### config.mk
export PLATFORM = sky130hd
export DESIGN_NAME = seq_irq_halt
export DESIGN_NICKNAME = d
export VERILOG_FILES = /design/src/rtl/seq_pkg.sv /design/src/rtl/seq_prio_enc.sv /design/src/rtl/seq_irq_halt.sv
export SDC_FILE = /design/constraint.sdc
export NUM_CORES = 1
export LEC_CHECK = 0
export ABC_AREA = 1
export CORE_MARGIN = 3
export CORE_UTILIZATION = 35
export DETAILED_ROUTE_END_ITERATION = 10
export PLACE_DENSITY_LB_ADDON = 0.08
export SYNTH_ARGS = -nofsm -noshare
export SYNTH_HDL_FRONTEND = slang
export SYNTH_HIERARCHICAL = 1
export SYNTH_SLANG_ARGS = --single-unit
### constraint.sdc
create_clock -name CLK -period 2.6 [get_ports CLK]
set_clock_uncertainty 0.05 [all_clocks]
set_input_delay 0.26 -clock CLK [delete_from_list [all_inputs] [get_ports CLK]]
set_output_delay 0.26 -clock CLK [all_outputs]
set_load 0.05 [all_outputs]
### src/rtl/seq_pkg.sv
// -----------------------------------------------------------------------------
// seq_pkg -- shared definitions for the interrupt / HALT / STOP sequencer.
//   seq_state_e   : sequencer FSM states
//   VECTOR_BASE   : address of the lowest-priority-index interrupt vector
//   VECTOR_STRIDE : spacing between consecutive interrupt vectors
//   DISPATCH_LEN  : number of M-cycles in one interrupt dispatch
//   ACK_SLOT      : dispatch M-cycle index carrying the IRQ_ACK pulse
//   IDX_W         : width of an interrupt channel index (up to 24 channels)
//   vec_addr()    : channel index -> vector address
// -----------------------------------------------------------------------------
package seq_pkg;

   typedef enum logic [2:0] {
      ST_RUN      = 3'd0,
      ST_DISPATCH = 3'd1,
      ST_HALT     = 3'd2,
      ST_STOP     = 3'd3,
      ST_SETTLE   = 3'd4
   } seq_state_e;

   localparam logic [7:0]  VECTOR_BASE   = 8'h40;
   localparam logic [7:0]  VECTOR_STRIDE = 8'd8;
   localparam int unsigned DISPATCH_LEN  = 32'd5;
   localparam int unsigned ACK_SLOT      = 32'd3;
   localparam int unsigned IDX_W         = 32'd5;

   // Vector address of interrupt channel idx.
   function automatic logic [7:0] vec_addr(input logic [IDX_W-1:0] idx);
      return VECTOR_BASE + (VECTOR_STRIDE * {3'b000, idx});
   endfunction

endpackage

### src/rtl/seq_prio_enc.sv
// -----------------------------------------------------------------------------
// seq_prio_enc -- lowest-index-wins priority encoder.
//   req    in  N      request vector
//   onehot out N      one-hot of the lowest set bit of req (zero if none)
//   idx    out IDX_W  index of that bit (zero if none)
//   valid  out 1      any bit of req set
// -----------------------------------------------------------------------------
module seq_prio_enc
   import seq_pkg::*;
#(
   parameter int unsigned N = 5
) (
   input  logic [N-1:0]     req,
   output logic [N-1:0]     onehot,
   output logic [IDX_W-1:0] idx,
   output logic             valid
);

   // Scan from the top down so the lowest set bit is the last one to win.
   always_comb begin
      onehot = '0;
      idx    = '0;
      for (int i = int'(N) - 1; i >= 0; i--) begin
         if (req[i]) begin
            onehot    = '0;
            onehot[i] = 1'b1;
            idx       = IDX_W'(i);
         end else begin
            onehot = onehot;
         end
      end
   end

   assign valid = |req;

endmodule

### src/rtl/seq_irq_halt.sv
// -----------------------------------------------------------------------------
// seq_irq_halt -- interrupt dispatch, IME control, HALT and STOP sequencer.
//   CLK, nRESET                 M-cycle clock, async active-low reset
//   IRQ_REQ, IRQ_MASK  [N_IRQ]  interrupt flags (IF) and enables (IE)
//   INSN_END                    last M-cycle of the current instruction
//   OP_EI/DI/RETI/HALT/STOP     decoded opcode, qualified by INSN_END
//   WAKE                        external STOP wake
//   IRQ_ACK [N_IRQ]             one-hot pulse clearing the serviced IF bit
//   INT_TAKE, STATE, VECTOR     dispatch active, its M-cycle index, target
//   IME, HALTED, STOPPED        master enable, HALT active, STOP active
//   CLK_ENA, OSC_ENA            CPU clock gate, oscillator enable
// Build option: define SEQ_HALT_BUG_EN to add the HALT_BUG output, pulsed
// when HALT executes with IME=0 and an interrupt already pending.
// N_IRQ legal range is 1..24 (vector addresses must fit in 8 bits).
// -----------------------------------------------------------------------------
module seq_irq_halt
   import seq_pkg::*;
#(
   parameter int unsigned N_IRQ      = 5,
   parameter int unsigned WAKE_CNT_W = 8,
   parameter int unsigned STATE_W    = 3
) (
   input  logic               CLK,
   input  logic               nRESET,
   input  logic [N_IRQ-1:0]   IRQ_REQ,
   input  logic [N_IRQ-1:0]   IRQ_MASK,
   input  logic               INSN_END,
   input  logic               OP_EI,
   input  logic               OP_DI,
   input  logic               OP_RETI,
   input  logic               OP_HALT,
   input  logic               OP_STOP,
   input  logic               WAKE,
   output logic [N_IRQ-1:0]   IRQ_ACK,
   output logic               INT_TAKE,
   output logic [7:0]         VECTOR,
   output logic [STATE_W-1:0] STATE,
   output logic               IME,
   output logic               HALTED,
   output logic               STOPPED,
   output logic               CLK_ENA,
   output logic               OSC_ENA
`ifdef SEQ_HALT_BUG_EN
   ,
   output logic               HALT_BUG
`endif
);

   localparam logic [STATE_W-1:0] LAST_CNT    = STATE_W'(DISPATCH_LEN - 32'd1);
   // The acknowledge is registered one edge ahead so it is visible in ACK_SLOT.
   localparam logic [STATE_W-1:0] PRE_ACK_CNT = STATE_W'(ACK_SLOT - 32'd1);

   seq_state_e              state_r, state_nx_s;
   logic                    ime_r, ime_nx_s;
   logic                    ei_arm_r, ei_arm_nx_s;
   logic [STATE_W-1:0]      cnt_r, cnt_nx_s;
   logic [N_IRQ-1:0]        ack_r, ack_nx_s;
   logic [7:0]              vector_r, vector_nx_s;
   logic                    int_take_r, int_take_nx_s;
   logic                    halted_r, halted_nx_s;
   logic                    stopped_r, stopped_nx_s;
   logic                    clk_ena_r, clk_ena_nx_s;
   logic                    osc_ena_r, osc_ena_nx_s;
   logic [WAKE_CNT_W-1:0]   wake_cnt_r, wake_cnt_nx_s;
`ifdef SEQ_HALT_BUG_EN
   logic                    halt_bug_r, halt_bug_nx_s;
`endif

   logic [N_IRQ-1:0]        onehot_s;
   logic [IDX_W-1:0]        idx_s;
   logic                    pending_s;
   logic                    dispatch_go_s;

   seq_prio_enc #(.N(N_IRQ)) u_prio (
      .req    (IRQ_REQ & IRQ_MASK),
      .onehot (onehot_s),
      .idx    (idx_s),
      .valid  (pending_s)
   );

   // EI/DI/HALT/STOP at the same boundary suppress the dispatch decision.
   assign dispatch_go_s = ime_r & pending_s & ~(OP_EI | OP_DI | OP_HALT | OP_STOP);

   // Next-state and next-output computation for the whole sequencer.
   always_comb begin
      state_nx_s    = state_r;
      ime_nx_s      = ime_r;
      ei_arm_nx_s   = ei_arm_r;
      cnt_nx_s      = cnt_r;
      ack_nx_s      = '0;
      vector_nx_s   = vector_r;
      int_take_nx_s = int_take_r;
      halted_nx_s   = halted_r;
      stopped_nx_s  = stopped_r;
      clk_ena_nx_s  = clk_ena_r;
      osc_ena_nx_s  = osc_ena_r;
      wake_cnt_nx_s = wake_cnt_r;
`ifdef SEQ_HALT_BUG_EN
      halt_bug_nx_s = 1'b0;
`endif
      case (state_r)
         ST_RUN: begin
            if (INSN_END) begin
               // DI beats both a pending EI and RETI; an armed EI lands now.
               if (OP_DI) begin
                  ime_nx_s    = 1'b0;
                  ei_arm_nx_s = 1'b0;
               end else begin
                  ime_nx_s    = ime_r | ei_arm_r | OP_RETI;
                  ei_arm_nx_s = OP_EI;
               end
               if (OP_STOP) begin
                  state_nx_s   = ST_STOP;
                  stopped_nx_s = 1'b1;
                  clk_ena_nx_s = 1'b0;
                  osc_ena_nx_s = 1'b0;
               end else if (OP_HALT) begin
                  if (!pending_s) begin
                     state_nx_s   = ST_HALT;
                     halted_nx_s  = 1'b1;
                     clk_ena_nx_s = 1'b1;
                  end else begin
                     // Interrupt already pending: HALT falls straight through.
`ifdef SEQ_HALT_BUG_EN
                     halt_bug_nx_s = ~ime_r;
`endif
                     state_nx_s = ST_RUN;
                  end
               end else if (dispatch_go_s) begin
                  state_nx_s    = ST_DISPATCH;
                  cnt_nx_s      = '0;
                  int_take_nx_s = 1'b1;
                  ime_nx_s      = 1'b0;
                  ei_arm_nx_s   = 1'b0;
               end else begin
                  state_nx_s = ST_RUN;
               end
            end else begin
               state_nx_s = ST_RUN;
            end
         end
         ST_DISPATCH: begin
            if (cnt_r == LAST_CNT) begin
               state_nx_s    = ST_RUN;
               cnt_nx_s      = '0;
               int_take_nx_s = 1'b0;
            end else begin
               cnt_nx_s = cnt_r + STATE_W'(1);
               if (cnt_r == PRE_ACK_CNT) begin
                  // No pending source left: cancelled dispatch, vector 0x00.
                  ack_nx_s    = onehot_s;
                  vector_nx_s = pending_s ? vec_addr(idx_s) : 8'h00;
               end else begin
                  vector_nx_s = vector_r;
               end
            end
         end
         ST_HALT: begin
            if (pending_s) begin
               halted_nx_s = 1'b0;
               if (ime_r) begin
                  state_nx_s    = ST_DISPATCH;
                  cnt_nx_s      = '0;
                  int_take_nx_s = 1'b1;
                  ime_nx_s      = 1'b0;
                  ei_arm_nx_s   = 1'b0;
               end else begin
                  state_nx_s = ST_RUN;
               end
            end else begin
               state_nx_s = ST_HALT;
            end
         end
         ST_STOP: begin
            if (WAKE) begin
               state_nx_s    = ST_SETTLE;
               osc_ena_nx_s  = 1'b1;
               wake_cnt_nx_s = '0;
            end else begin
               state_nx_s = ST_STOP;
            end
         end
         ST_SETTLE: begin
            // Full counter period of oscillator settle; WAKE is ignored here.
            if (wake_cnt_r == '1) begin
               state_nx_s    = ST_RUN;
               clk_ena_nx_s  = 1'b1;
               stopped_nx_s  = 1'b0;
               wake_cnt_nx_s = '0;
            end else begin
               wake_cnt_nx_s = wake_cnt_r + WAKE_CNT_W'(1);
            end
         end
         default: begin
            state_nx_s    = ST_RUN;
            cnt_nx_s      = '0;
            int_take_nx_s = 1'b0;
            halted_nx_s   = 1'b0;
            stopped_nx_s  = 1'b0;
            clk_ena_nx_s  = 1'b1;
            osc_ena_nx_s  = 1'b1;
         end
      endcase
   end

   // Sequencer state and output registers.
   always_ff @(posedge CLK or negedge nRESET) begin
      if (!nRESET) begin
         state_r    <= ST_RUN;
         ime_r      <= 1'b0;
         ei_arm_r   <= 1'b0;
         cnt_r      <= '0;
         ack_r      <= '0;
         vector_r   <= 8'h00;
         int_take_r <= 1'b0;
         halted_r   <= 1'b0;
         stopped_r  <= 1'b0;
         clk_ena_r  <= 1'b1;
         osc_ena_r  <= 1'b1;
         wake_cnt_r <= '0;
`ifdef SEQ_HALT_BUG_EN
         halt_bug_r <= 1'b0;
`endif
      end else begin
         state_r    <= state_nx_s;
         ime_r      <= ime_nx_s;
         ei_arm_r   <= ei_arm_nx_s;
         cnt_r      <= cnt_nx_s;
         ack_r      <= ack_nx_s;
         vector_r   <= vector_nx_s;
         int_take_r <= int_take_nx_s;
         halted_r   <= halted_nx_s;
         stopped_r  <= stopped_nx_s;
         clk_ena_r  <= clk_ena_nx_s;
         osc_ena_r  <= osc_ena_nx_s;
         wake_cnt_r <= wake_cnt_nx_s;
`ifdef SEQ_HALT_BUG_EN
         halt_bug_r <= halt_bug_nx_s;
`endif
      end
   end

   assign IRQ_ACK  = ack_r;
   assign INT_TAKE = int_take_r;
   assign VECTOR   = vector_r;
   assign STATE    = cnt_r;
   assign IME      = ime_r;
   assign HALTED   = halted_r;
   assign STOPPED  = stopped_r;
   assign CLK_ENA  = clk_ena_r;
   assign OSC_ENA  = osc_ena_r;
`ifdef SEQ_HALT_BUG_EN
   assign HALT_BUG = halt_bug_r;
`endif

endmodule

After elaboration in Yosys (flattened, before gate mapping)
Index checks and enable logic that the tools add are counted.
{"block": "word_totals", "out_inout_bits": 22, "wordCells": 145, "inputBits": 19, "ff_bits": 34}
{"block": "op_classes", "eq_ne": 21, "n_reduce_logical": 19, "n_mux": 76, "addsub": 3, "n_bitwise": 14}
{"cell": "$mux 3", "n": 19}
{"cell": "$mux 5", "n": 8}
{"cell": "$mux 1", "n": 35}
{"cell": "$mux 8", "n": 3}
{"cell": "$ne 2x2->1 const B", "n": 12}
{"cell": "$pmux 8 s2", "n": 1}
{"cell": "$pmux 3 s5", "n": 1}
{"cell": "$pmux 1 s3", "n": 4}
{"cell": "$pmux 3 s4", "n": 1}
{"cell": "$reduce_and 4->1", "n": 3}
{"cell": "$eq 3x2->1 const B", "n": 3}
{"cell": "$reduce_or 3->1", "n": 3}
{"cell": "$add 7x8->8 const A", "n": 1}
{"cell": "$add 8x1->8 const B", "n": 1}
{"cell": "$eq 8x8->1 const B", "n": 1}
{"cell": "$reduce_and 8->1", "n": 1}
{"cell": "$reduce_and 7->1", "n": 1}
{"cell": "$eq 3x3->1 const B", "n": 2}
{"cell": "$ne 3x3->1 const B", "n": 2}
{"cell": "$not 1->1", "n": 6}
{"cell": "$reduce_and 3->1", "n": 2}
{"cell": "$reduce_and 6->1", "n": 1}
{"cell": "$and 5x5->5", "n": 1}
{"cell": "$or 1x1->1", "n": 5}
{"cell": "other kinds (12)", "n": 16}

Logic depth before layout (Yosys ltp)
{"block": "logic_depth", "depth_word": 10, "depth_mapped": 13, "mapped_depth_nobuf": 13}

By module
The synthesis kept the hierarchy.
{"module": "seq_irq_halt", "seq_area_each_um2": 778.2, "area_each_um2": 1706.6, "instances": 1, "cells_each": 229}
{"module": "seq_prio_enc", "seq_area_each_um2": 0.0, "area_each_um2": 101.3, "instances": 1, "cells_each": 21}

Worst setup path after synthesis
No wires, ideal clock.
{"block": "synth_timing", "path_type": "register -> register", "start": "register cnt_r[0], in the netlist STATE[0]", "end": "register int_take_r, in the netlist INT_TAKE", "t_required_ns": 2.431, "period_less_slack_ns": 1.586, "setup_slack_ns": 1.014, "arrival_ns": 1.417, "path_buffers": 0, "path_stages_with_launch": 9, "setup_ns": 0.119, "path_cell_list": "dfrtp_1 inv_1 ha_1 nand2_1 nand4_1 nand2_1 nor2_1 nand3_1 nand2_1"}
{"block": "synth_via", "elab_chain_len": 3}
{"item": "from (decl)", "line_no": "seq_irq_halt.sv:56", "source": "logic [STATE_W-1:0] cnt_r, cnt_nx_s;"}
{"item": "from (signal assigned)", "line_no": "seq_irq_halt.sv:228", "source": "cnt_r <= cnt_nx_s;"}
{"item": "$eq 3x3->1", "line_no": "seq_irq_halt.sv:143", "source": "if (cnt_r == LAST_CNT) begin"}
{"item": "$ne 2x2->1 (no source line)"}
{"item": "$reduce_and 8->1 (no source line)"}
{"item": "to (signal assigned)", "line_no": "seq_irq_halt.sv:231", "source": "int_take_r <= int_take_nx_s;"}
{"item": "to (decl)", "line_no": "seq_irq_halt.sv:59", "source": "logic int_take_r, int_take_nx_s;"}
Every way passes these cells.
A chain may end at the register's enable or synchronous reset.

Worst setup path in the final report
{"block": "layout_timing", "start": "register osc_ena_r, in the netlist OSC_ENA", "end": "output OSC_ENA"}
{"item": "from (decl)", "line_no": "seq_irq_halt.sv:63", "source": "logic osc_ena_r, osc_ena_nx_s;"}
{"item": "from (signal assigned)", "line_no": "seq_irq_halt.sv:235", "source": "osc_ena_r <= osc_ena_nx_s;"}
{"item": "to (decl)", "line_no": "seq_irq_halt.sv:42", "source": "output logic OSC_ENA"}
No word-level cell between the ends.

==> results.tsv <==
metric	value	unit
status	complete, no violations	
Longest Clk Path Bufs	2	
Power per Cell Area	1170	nW/µm²
worst reg2reg setup slack	1080	ps
most frequent cells after synthesis	68 x nand2_1, 39 x inv_1, 29 x dfrtp_1, 29 x nor2_1, 24 x nand3_1	
Worst VDD drop	575	µV
Critical Path End Type	output port	
vias per inst	4.52	
Worst R2R Path Depth	8	
Max Cap Violations	0	
Post-CTS Setup Inserts	0	
Slowest-stage cell, CP	clkdlybuf4s50_1	
post-synth top area share	40.1	%
Seq pwr share	30.9	%
number of buffers created by CTS	5	
Async SR Flop Fraction	100	%
Clock Pin Slew Worst Setup and Hold Paths	70	ps
initial antenna violation count	0	
CTS root buffer	clkbuf_8	
num rows	25	
Pleak	1.21	nW
post-layout min period	1910	ps
Max Clock Freq	523	MHz
fraction of layout cells with a size suffix above 1	7.53	%
RSZ-0062 raised after global routing	no	
1st-pass router iterations	4	
WS Path Type	register to output port	
main flop type after synthesis	dfrtp_1	
Switch Pwr	1.29	mW
first-pass GRT wire length	7180	µm
post-synthesis sequential area ratio	43.0	%
Crit path max-delay family	buffers and inverters	
Internal	1.45	mW
die footprint	6060	µm²
Post-DP HPWL	3060	µm
Die X-Extent	77.9	µm
final cell count without fillers	359	
worst path bufs/invs	1	
Initial Utilization	37.3	%
DR WL/cell	11.2	µm
overflow left after global routing	0	
Finish-stage setup viols	0	
Combinational Power Share	51.0	%
Worst-Skew Late Latency	280	ps
# diodes	0	
DRC	0	
CTS tree	built	
Critical Path Max Stage Delay	790	ps
input/output buffers	37	
H-tree lvl count	2	
R2R Path End	STOPPED	
most frequent cell after synthesis	nand2_1	
Worst setup SP type	register	
worst rel slew slack	66.0	%
Placed Cells	351	
Hold WC Path Type	input port to async pin	
Die Height	77.9	µm
core area	4850	µm²
GRT Util Overall	14.8	%
Worst-Margin Slew	509	ps
Critical Path AT	1600	ps
largest net degree at the start of global routing	32	
Post-Syn Area per Cell	7.23	µm²
leading area contributor after synthesis	dfrtp_1	
Yosys warning total	6	
critical-path cell list	clkdlybuf4s50_1	
Via Count	1622	
Critical Path RT	2290	ps
clock sinks	31	
Synth area leaders	dfrtp_1 40%, nand2_1 14%, inv_1 8.1%, nand3_1 6.6%, nor2_1 6.0%	
Layout area overhead	29.8	%
Detailed Route WL	4010	µm
Hold WS	316	ps
Final Max Tran Viols	0	
Synth cell types	26	
r2r startpoint	wake_cnt_r[0]	
post-CTS sizing	0	
CP Max Fanout	2	
Mapped Area	1810	µm²
I/O pin count	41	
Clock power frac	18.0	%
#FFs+latches synth	31	
Final Cycle Share	73.5	%
switching share of power	47.0	%
Fin Setup TNS	0	ps
final net count	314	
Final Wtd Congestion	0.828	
number of global-route vias before repair	1601	
Antenna Violating Nets Remaining	0	
CTS Hold Bufs	0	
EDFF count, synth	0	
Cells after Synth	250	
initial DRC count	76	
Fin. Hold Viols	0	
[layout by cell type (no fill, tap or decap), drive strengths merged]
cell type,instances
nand2,71
inv,42
clkdlybuf4s50,37
nor2,33
dfrtp,29
nand3,24
o21ai,9
a21oi,8
clkbuf,6
nand4,5
conb,5
ha,4
nor3,4
xor2,3
dfstp,2
o22ai,2
a31oi,1
o211ai,1
nand3b,1
o31ai,1
a22o,1
clkinv,1
bufinv,1
buf,1
[routing by layer]
metal	GRT usage (%)	up-vias	routed length (µm)
met5	0	-	0
met3	3.60	5	184
met2	23.9	43	1900
met4	5.34	0	49
met1	19.1	719	1880
li1	-	855	-
[cell type report]
| type | instances | area [µm²] |
|---|---|---|
| repair buffers | 38 | 378 |
| flip-flops and latches | 31 | 778 |
| fillers | 489 | 2500 |
| clock buffers | 6 | 82.6 |
| multi-input cells | 173 | 831 |
| clock inverters | 2 | 35.0 |
| inverters | 42 | 158 |
| well taps | 67 | 83.8 |
[power by group through the flow]
stage	Combinational, mW	Sequential, mW	Clock (mW)
5_1_grt	1.55	0.881	0.531
4_1_cts	1.41	0.849	0.516
3_5_place_dp	1.40	0.855	0
6_report	1.40	0.848	0.495
2_1_floorplan	0.665	1.18	0
3_3_place_gp	1.40	0.857	0
[worst max path at each step]
stage                           to  cells after the start       start  slack, ps
after global placement    ei_arm_r                     12  IRQ_REQ[0]        600
after detailed placement    HALTED                     12  IRQ_REQ[0]        590
after floorplan           INT_TAKE                      8    STATE[0]       1010
after CTS                 STATE[2]                      1    STATE[2]        670
final                      OSC_ENA                      1     OSC_ENA        690
after global routing      STATE[2]                      1    STATE[2]        620
[state kept, by name, summed over array words and instances (netlist names)]
register and flops:
STOPPED 1, INT_TAKE 1, CLK_ENA 1, STATE 3, OSC_ENA 1, state_r 3, ei_arm_r 1, IRQ_ACK 5
wake_cnt_r 8, HALTED 1, IME 1, VECTOR 5
[cell families after synthesis]
group	count (synthesis)	share of synthesized area (%)
and+or+nand+nor	138	33.6
AOI/OAI and AO/OA	23	7.06
xor gates and xnor gates	3	1.45
adders and majority gates	4	2.77
DFF	31	43.0
buffers and inverters	49	11.6
other	2	0.415
[through the flow]
stage	area, µm²	util [%]	setup slack (ps)	power (mW)
2_1_floorplan	1820	-	1010	1.85
3_3_place_gp	2230	46.0	605	2.26
3_5_place_dp	2230	46.0	592	2.26
4_1_cts	2350	48.4	669	2.78
5_1_grt	2350	48.4	621	2.96
6_report	2350	48.4	689	2.74
Power figures use the tool's default switching activity.
